[config.mk]
export PLATFORM = sky130hd
export DESIGN_NAME = booth_mult_param
export DESIGN_NICKNAME = d
export VERILOG_FILES = /design/src/rtl/booth_mult_pkg.sv /design/src/rtl/booth_recode_r4.sv /design/src/rtl/booth_mult_param.sv
export SDC_FILE = /design/constraint.sdc
export NUM_CORES = 1
export LEC_CHECK = 0
export BUFFER_PORTS_ARGS = -buffer_cell sky130_fd_sc_hd__buf_2
export CORE_MARGIN = 5
export CORE_UTILIZATION = 45
export CTS_CLUSTER_DIAMETER = 100
export DETAILED_ROUTE_END_ITERATION = 8
export GPL_ROUTABILITY_DRIVEN = 0
export PLACE_DENSITY = 0.65
export SLEW_MARGIN = 25
export SYNTH_ARGS = -nofsm -noshare
export SYNTH_HDL_FRONTEND = slang
export SYNTH_SLANG_ARGS = --single-unit
[constraint.sdc]
create_clock -name clock -period 12.85 [get_ports clock]
set_clock_uncertainty 0.15 [all_clocks]
set_input_delay 2.57 -clock clock [delete_from_list [all_inputs] [get_ports clock]]
set_output_delay 2.57 -clock clock [all_outputs]
set_load 0.02 [all_outputs]
[src/rtl/booth_mult_pkg.sv]
// Shared types and constants for the radix-4 Booth multiplier.
package booth_mult_pkg;

  // Controller states: IDLE waits for a start, RUN iterates, DONE presents the result.
  typedef enum logic [1:0] {
    IDLE = 2'd0,
    RUN  = 2'd1,
    DONE = 2'd2
  } state_e;

  // Booth select codes chosen by the 3-bit recoding window.
  typedef logic [2:0] sel_t;

  localparam sel_t SEL_ZERO = 3'd0;
  localparam sel_t SEL_POS1 = 3'd1;
  localparam sel_t SEL_POS2 = 3'd2;
  localparam sel_t SEL_NEG1 = 3'd3;
  localparam sel_t SEL_NEG2 = 3'd4;

  // Number of radix-4 iterations for a given operand width. The operand is
  // extended by two bits so every window of an unsigned operand is covered.
  function automatic int calc_niter(input int width);
    return (width + 2) / 2;
  endfunction

endpackage

[src/rtl/booth_recode_r4.sv]
// Radix-4 Booth recoder: turns a 3-bit multiplier window into a select code
// and picks the matching pre-computed multiple of the multiplicand.
module booth_recode_r4
  import booth_mult_pkg::*;
#(
  parameter int EW = 34
) (
  input  logic [2:0]    window_i,
  input  logic [EW-1:0] pos1_i,
  input  logic [EW-1:0] pos2_i,
  input  logic [EW-1:0] neg1_i,
  input  logic [EW-1:0] neg2_i,
  output logic [EW-1:0] addend_o
);

  sel_t sel;

  // Map the window {b[i+1], b[i], b[i-1]} to a Booth digit.
  always_comb begin
    sel = SEL_ZERO;
    case (window_i)
      3'b000, 3'b111: sel = SEL_ZERO;
      3'b001, 3'b010: sel = SEL_POS1;
      3'b011:         sel = SEL_POS2;
      3'b100:         sel = SEL_NEG2;
      3'b101, 3'b110: sel = SEL_NEG1;
      default:        sel = SEL_ZERO;
    endcase
  end

  // Select the multiple of the multiplicand that the digit asks for.
  always_comb begin
    addend_o = '0;
    case (sel)
      SEL_POS1: addend_o = pos1_i;
      SEL_POS2: addend_o = pos2_i;
      SEL_NEG1: addend_o = neg1_i;
      SEL_NEG2: addend_o = neg2_i;
      default:  addend_o = '0;
    endcase
  end

endmodule

[src/rtl/booth_mult_param.sv]
// Sequential radix-4 Booth multiplier with selectable signed/unsigned mode
// and a full double-width product. One Booth digit is retired per clock.
//
// Handshake: ctrl_MULT is a single-cycle start, accepted on any edge where
// reset is low, even while an operation is in flight (the old one is dropped).
// busy is high while iterating; data_resultRDY pulses for exactly one cycle
// when data_result/data_result_hi/data_exception are valid.
module booth_mult_param
  import booth_mult_pkg::*;
#(
  parameter int WIDTH = 32  // must be even and >= 4
) (
  input  logic             clock,
  input  logic             reset,
  input  logic             ctrl_MULT,
  input  logic             data_signed,
  input  logic [WIDTH-1:0] data_operandA,
  input  logic [WIDTH-1:0] data_operandB,
  output logic [WIDTH-1:0] data_result,
  output logic [WIDTH-1:0] data_result_hi,
  output logic             data_exception,
  output logic             data_resultRDY,
  output logic             busy
);

  localparam int EW    = WIDTH + 2;
  localparam int NITER = calc_niter(WIDTH);
  localparam int CW    = $clog2(NITER + 1);
  // Product register: {accumulator (EW), multiplier (EW), Booth guard bit}.
  localparam int PW    = 2 * EW + 1;

  state_e         state_q, state_d;
  logic [CW-1:0]  cnt_q, cnt_d;
  logic [PW-1:0]  prod_q, prod_d;
  logic [EW-1:0]  pos1_q, pos1_d;
  logic [EW-1:0]  pos2_q, pos2_d;
  logic [EW-1:0]  neg1_q, neg1_d;
  logic [EW-1:0]  neg2_q, neg2_d;
  logic           mode_q, mode_d;

  logic [EW-1:0]  a_ext;
  logic [EW-1:0]  b_ext;
  logic [EW-1:0]  addend;
  logic [EW-1:0]  acc_sum;
  logic [PW-1:0]  prod_sum;
  logic [PW-1:0]  prod_iter;
  logic           last_iter;
  logic           hi_nonzero;
  logic           signed_ovf;

  // Extend the raw operands by two bits according to the requested mode.
  always_comb begin
    a_ext = data_signed ? {{2{data_operandA[WIDTH-1]}}, data_operandA}
                        : {2'b00, data_operandA};
    b_ext = data_signed ? {{2{data_operandB[WIDTH-1]}}, data_operandB}
                        : {2'b00, data_operandB};
  end

  booth_recode_r4 #(
    .EW (EW)
  ) u_recode (
    .window_i (prod_q[2:0]),
    .pos1_i   (pos1_q),
    .pos2_i   (pos2_q),
    .neg1_i   (neg1_q),
    .neg2_i   (neg2_q),
    .addend_o (addend)
  );

  // One Booth step: add the digit's multiple into the accumulator (carry out
  // dropped, the two extension bits keep it in range) then shift right by 2.
  always_comb begin
    acc_sum   = prod_q[PW-1:EW+1] + addend;
    prod_sum  = {acc_sum, prod_q[EW:0]};
    prod_iter = {{2{prod_sum[PW-1]}}, prod_sum[PW-1:2]};
    last_iter = (cnt_q == CW'(NITER - 1));
  end

  // Next-state, counter and datapath control. A start always wins.
  always_comb begin
    state_d = state_q;
    cnt_d   = cnt_q;
    prod_d  = prod_q;
    pos1_d  = pos1_q;
    pos2_d  = pos2_q;
    neg1_d  = neg1_q;
    neg2_d  = neg2_q;
    mode_d  = mode_q;
    if (ctrl_MULT) begin
      prod_d  = {{EW{1'b0}}, b_ext, 1'b0};
      pos1_d  = a_ext;
      pos2_d  = {a_ext[EW-2:0], 1'b0};
      neg1_d  = -a_ext;
      neg2_d  = -{a_ext[EW-2:0], 1'b0};
      mode_d  = data_signed;
      cnt_d   = '0;
      state_d = RUN;
    end else begin
      case (state_q)
        RUN: begin
          prod_d = prod_iter;
          cnt_d  = cnt_q + CW'(1);
          if (last_iter) begin
            state_d = DONE;
          end
        end
        DONE:    state_d = IDLE;
        default: state_d = IDLE;
      endcase
    end
  end

  // State, counter and datapath registers with synchronous reset.
  always_ff @(posedge clock) begin
    if (reset) begin
      state_q <= IDLE;
      cnt_q   <= '0;
      prod_q  <= '0;
      pos1_q  <= '0;
      pos2_q  <= '0;
      neg1_q  <= '0;
      neg2_q  <= '0;
      mode_q  <= 1'b0;
    end else begin
      state_q <= state_d;
      cnt_q   <= cnt_d;
      prod_q  <= prod_d;
      pos1_q  <= pos1_d;
      pos2_q  <= pos2_d;
      neg1_q  <= neg1_d;
      neg2_q  <= neg2_d;
      mode_q  <= mode_d;
    end
  end

  // Results come straight out of the product register, skipping the guard bit.
  assign data_result    = prod_q[WIDTH:1];
  assign data_result_hi = prod_q[2*WIDTH:WIDTH+1];

  // Overflow of the low half: unsigned needs a zero high half, signed needs
  // the high half plus the low half's sign bit to be a pure sign extension.
  always_comb begin
    hi_nonzero = |prod_q[2*WIDTH:WIDTH+1];
    signed_ovf = ~((&prod_q[2*WIDTH:WIDTH]) | ~(|prod_q[2*WIDTH:WIDTH]));
  end

  assign data_resultRDY = (state_q == DONE);
  assign data_exception = data_resultRDY & (mode_q ? signed_ovf : hi_nonzero);
  assign busy           = (state_q == RUN);

endmodule

# Yosys cells after proc, flatten, opt, wreduce, memory -nomap -nowiden
# Memories as Yosys holds them, arrays and structs flattened.
# Cells that the tools add are included.
[word_totals] romBits=24 input_bits=68 latch_bits=0 mem_count=1 reg_bits=210 wordCells=43 out_inout_bits=67 mem_bits_rw=0
[classes] n_mul=0 n_bitwise=5 div=0 n_mux=9 magnitude_cmp=0 n_addsub=4 shift=0 n_reduce_logical=6 eq_ne=8
[memory_table] name="(no name shown)" depth=8 width=3 read_ports=1 rd_ports_with_merged_regs=0 wr=0 line="booth_recode_r4.sv:21" text="case (window_i)"
[ops] operator="$pmux W34 S4" n=1
[ops] operator="$mux W35" n=2
[ops] operator="$mux W34" n=2
[ops] operator="$neg A34 Y34" n=2
[ops] operator="$add A34 B34 Y34" n=1
[ops] operator="$reduce_and A33 Y1" n=1
[ops] operator="$reduce_or A33 Y1" n=1
[ops] operator="$reduce_or A32 Y1" n=1
[ops] operator="$eq A3 B2 Y1 const B" n=2
[ops] operator="$add A5 B1 Y5 const B" n=1
[ops] operator="$eq A5 B5 Y1 const B" n=1
[ops] operator="$mux W1" n=4
[ops] operator="$eq A3 B1 Y1 const B" n=1
[ops] operator="$eq A3 B3 Y1 const B" n=1
[ops] operator="$ne A3 B2 Y1 const B" n=1
[ops] operator="$not A1 Y1" n=3
[ops] operator="$reduce_or A3 Y1" n=1
[ops] operator="$eq A2 B1 Y1 const B" n=1
[ops] operator="$eq A2 B2 Y1 const B" n=1
[ops] operator="$reduce_bool A2 Y1" n=1
[ops] operator="$reduce_or A2 Y1" n=1
[ops] operator="$and A1 B1 Y1" n=1
[ops] operator="$or A1 B1 Y1" n=1

# Logic depth before layout (Yosys ltp)
[depth] depth_word=6 mapped_depth=18 depth_no_buf=15

# Hierarchy
# From an unflattened synthesis, not the netlist that was laid out.
[hier_totals] hier_cells=1203 area_unflattened_um2=9391.5
[by_module_without_submodules] module="booth_mult_param" n_inst=1 area_per_inst_um2=8239.2 seq_area_each_um2=2822.7 cells_per_inst=1036
[by_module_without_submodules] module="booth_recode_r4" n_inst=1 area_per_inst_um2=1152.4 seq_area_each_um2=0.0 cells_per_inst=167

# Worst setup path after synthesis
# No wires, ideal clock.
[synth_timing] path_kind="input to register" startpoint="input port data_operandA[21]" endpoint="register neg1_q[33]" arrival_ns=4.244 setup_time_ns=0.132 n_path_buf=0 slack_ns=8.324 cell_stages=6 t_required_ns=12.568 path_cell_list="or4_1 nor4_1 nand2b_1 or3_1 o311ai_0 a21oi_1"
[synth_between] elab_chain_len=2
[synth_rtl] element="start, declared" line="booth_mult_param.sv:17" text="input logic [WIDTH-1:0] data_operandA,"
[synth_rtl] element="$mux W34" line="booth_mult_param.sv:53" text="a_ext = data_signed ? {{2{data_operandA[WIDTH-1]}}, data_operandA}"
[synth_rtl] element="$neg A34 Y34" line="booth_mult_param.sv:93" text="neg1_d = -a_ext;"
[synth_rtl] element="end signal, assigned" line="booth_mult_param.sv:130" text="neg1_q <= neg1_d;"
[synth_rtl] element="end, declared" line="booth_mult_param.sv:37" text="logic [EW-1:0] neg1_q, neg1_d;"
# No other way between the ends.
# A chain may end at the register's enable or synchronous reset.

# Final worst setup path
[layout_timing] startpoint="register prod_q[50]" endpoint="output port data_exception"
[layout_between] elab_chain_len=6 word_cells_on_any_way=8 classes_between="1 x mux; 4 x bitwise; 3 x reduce/logical"
[layout_rtl] element="start, declared" line="booth_mult_param.sv:34" text="logic [PW-1:0] prod_q, prod_d;"
[layout_rtl] element="start signal, assigned" line="booth_mult_param.sv:127" text="prod_q <= prod_d;"
[layout_rtl] element="$reduce_or A33 Y1" line="booth_mult_param.sv:144" text="signed_ovf = ~((&prod_q[2*WIDTH:WIDTH]) | ~(|prod_q[2*WIDTH:WIDTH]));"
[layout_rtl] element="$not A1 Y1" line="booth_mult_param.sv:144"
[layout_rtl] element="$or A1 B1 Y1" line="booth_mult_param.sv:144"
[layout_rtl] element="$not A1 Y1" line="booth_mult_param.sv:144"
[layout_rtl] element="$mux W1 *" line="booth_mult_param.sv:148" text="assign data_exception = data_resultRDY & (mode_q ? signed_ovf : hi_nonzero);"
[layout_rtl] element="$and A1 B1 Y1 *" line="booth_mult_param.sv:148"
[layout_rtl] element="end, declared" line="booth_mult_param.sv:21" text="output logic data_exception,"
# Mark *: on every way between the ends. The rest lies on a longest branch, timed or not.

==> results.md <==
- Vias in the first global route: 7418
- Clock slew at reported path FFs: ~60 ps
- Insertion delay to the later sink of the worst-skew pair: between 400 and 500 ps
- Fin. max-slew vios: 0
- Fillers: around 1900
- Final net count: ~1300
- Core area: ~20000 µm²
- Clock root buffer: clkbuf_16
- Share of the synthesized area in the top cell type: 0.316
- WP data required: 10130 ps
- I/O Buffers: 134
- Critical Path Sink Type: output port
- Setup Buffers After CTS: 0
- Fraction of registers with async set/reset: 0
- Routed WL per cell: between 15 and 20 µm
- Layout cells sized above 1: 0.158
- CTS tree: done
- Synthesized area: 8920 µm²
- Wirelength, routed: 23600 µm
- Minimum clock period: between 4000 and 5000 ps
- RSZ-0062 raised after global routing: false
- Clock buffer depth: 2
- LEAKAGE: ~0.0044 µW
- Dpl cell area: 9280 µm²
- Synth area leaders: dfxtp_1 32%, nand2_1 8.5%, mux2i_1 7.0%
- H-Tree Depth: 4
- Mapped Cells: 1157
- First-pass GRT wire length: approximately 38000 µm
- Hold-fix buffer count after cts: 0
- CTS buffer count: 17
- Vias per cell: between 5 and 6
- EDFF count, synth: 0
- Final non-filler cell area: 9880 µm²
- Register area share after synthesis: 0.316
- Critical Path Fanout Max: 5
- Worst slew margin: 0.403
- Synth area leader: dfxtp_1
- Clock tree sinks: 141
- Starting DRT DRC Count: ~760
- Max Cap Viol: 0
- Critical path type: flip-flop to output port
- Final setup viols: 0
- Startpoint type of the worst setup path: flip-flop
- Post-synth top flop: dfxtp_1
- Drc violations: 0
- Critical path startpoint: prod_q[50]
- GRT Overall Usage: 0.207
- Fin crit share: 0.385
- Cts repair resizes: 0
- Worst-Margin Slew: just under 900 ps
- VDD IR max: 0.0885 mV
- Mapped Avg Cell Area: a little under 8 µm²
- Initial antenna violation count: 0
- Synth warnings: 0
- Die height: 151 µm
- Layout area overhead: 10.8%
- Largest net degree at the start of global routing: 95
- Pre-Repair DR Iteration Count: 8
- Final hold violations: 0
- HPWL after DPL: about 17000 µm
- Worst min path class: flip-flop to flip-flop
- Library cells used by synthesis: 63
- Pwr Density: between 100 and 150 nW/µm²
- R2r setup slk: 8360 ps
- Boundary pin count: 135
- Syn_nets: 1265
- Vias: 8131
- Arrival time at the worst endpoint: around 2200 ps
- Top achievable clock speed: 0.202 GHz
- GR Overflow Total: 0
- Row cnt: between 50 and 60
- ANT nets after route: 0
- Yosys reg bits: ~140
- R2R Path Start: prod_q[1]
- Final TNS setup: 0 ps
- Die ar.: roughly 23000 µm²
- Outcome: finished clean
- Die Span X: approximately 150 µm
- Worst Hold Launch: cnt_q[1]
- # diodes: 0
- Initial Util: 0.457
[state kept, by name (all words and copies together), names as in the netlist]
name,count
state_q,2
neg1_q,33
cnt_q,5
pos1_q,33
prod_q,67
mode_q,1
[power by group]
part / leakage, µW / switching, µW / internal (µW)
clock: 0.000279 / 202 / 311
combinational: 0.00296 / 85.6 / 50.4
sequential: 0.00116 / 18.7 / 458
[cells by family (layout without fill, tap and decap cells)]
family	count (synthesis)	in the layout	share of synthesized area
compound gates	254	254	0.193
xor+xnor	50	50	0.0491
fa+ha+maj	40	40	0.0569
buf+inv	153	195	0.0913
flops	141	141	0.316
mux	62	62	0.0695
simple gates	457	457	0.224
[worst max-delay path, cell delays in order (launching register included)]
cell	delay, ps
dfxtp_1	390
or4_1	510
a2111oi_0	580
nor3b_1	130
buf_2	190
[synthesized netlist by cell type (4+ instances only)]
library cell / number
o21bai_1: 10
xor2_1: 18
a211o_1: 5
nor2_1: 136
a211oi_1: 6
and2_1: 4
nor4_1: 18
clkbuf_1: 57
inv_1: 21
buf_1: 10
buf_4: 64
a221o_1: 5
o211ai_1: 7
a21oi_1: 116
a222oi_1: 31
a21o_1: 17
o21ai_0: 19
dfxtp_1: 141
a31oi_1: 7
nand2_1: 203
or3_1: 5
mux2i_1: 62
nor2b_1: 6
and3_1: 5
nand2b_1: 7
nor3_1: 17
or4_1: 5
nand3_1: 18
nand4_1: 19
xnor2_1: 32
ha_1: 39
[final timing paths]
kind,end,cells past startpoint
worst max-delay path,data_exception,4
worst min-delay path,cnt_q[1],2
worst max register to register,prod_q[64],15
worst min register to register,cnt_q[1],2
[per-layer routing]
metal | GRT usage | up-vias | routed length [µm]
met5 | 0 | - | 0
met4 | 0.0503 | 0 | 305
met3 | 0.0422 | 18 | 1700
met2 | 0.299 | 240 | 9840
met1 | 0.315 | 3761 | 11700
li1 | - | 4112 | -
[placed cells by master, fill, tap and decap left out, drive strengths merged, types with 8 or more instances in the layout]
cell and n:
a211oi 8, a21o 17, a21oi 116, a222oi 31
buf 142, clkbuf 19, dfxtp 141, ha 39
inv 25, mux2i 62, nand2 203, nand3 18
nand4 19, nor2 136, nor3 18, nor4 18
o21ai 19, o21bai 10, xnor2 32, xor2 18
[per-stage QoR]
step	power [µW]	setup WS, ps	utilization	std cells	hold slack (ps)
floorplan	583	8320	-	1157	296
global placement	620	7890	0.475	1433	325
detailed placement	622	7860	0.475	1433	332
CTS	1130	7870	0.506	1464	341
global route	1170	7730	0.506	1464	351
finish	1130	7900	0.506	1464	342
[cell type report]
cell class,instances,area (µm²),share of cell area
multi-input cells,863,5300,0.536
flip-flops and latches,141,2820,0.286
repair buffers,142,739,0.0748
clock buffers,19,443,0.0448
well taps,265,332,0.0335
clock inverters,12,163,0.0165
inverters,22,82.6,0.00836
Note: power is estimated with default switching activity, not from simulation.
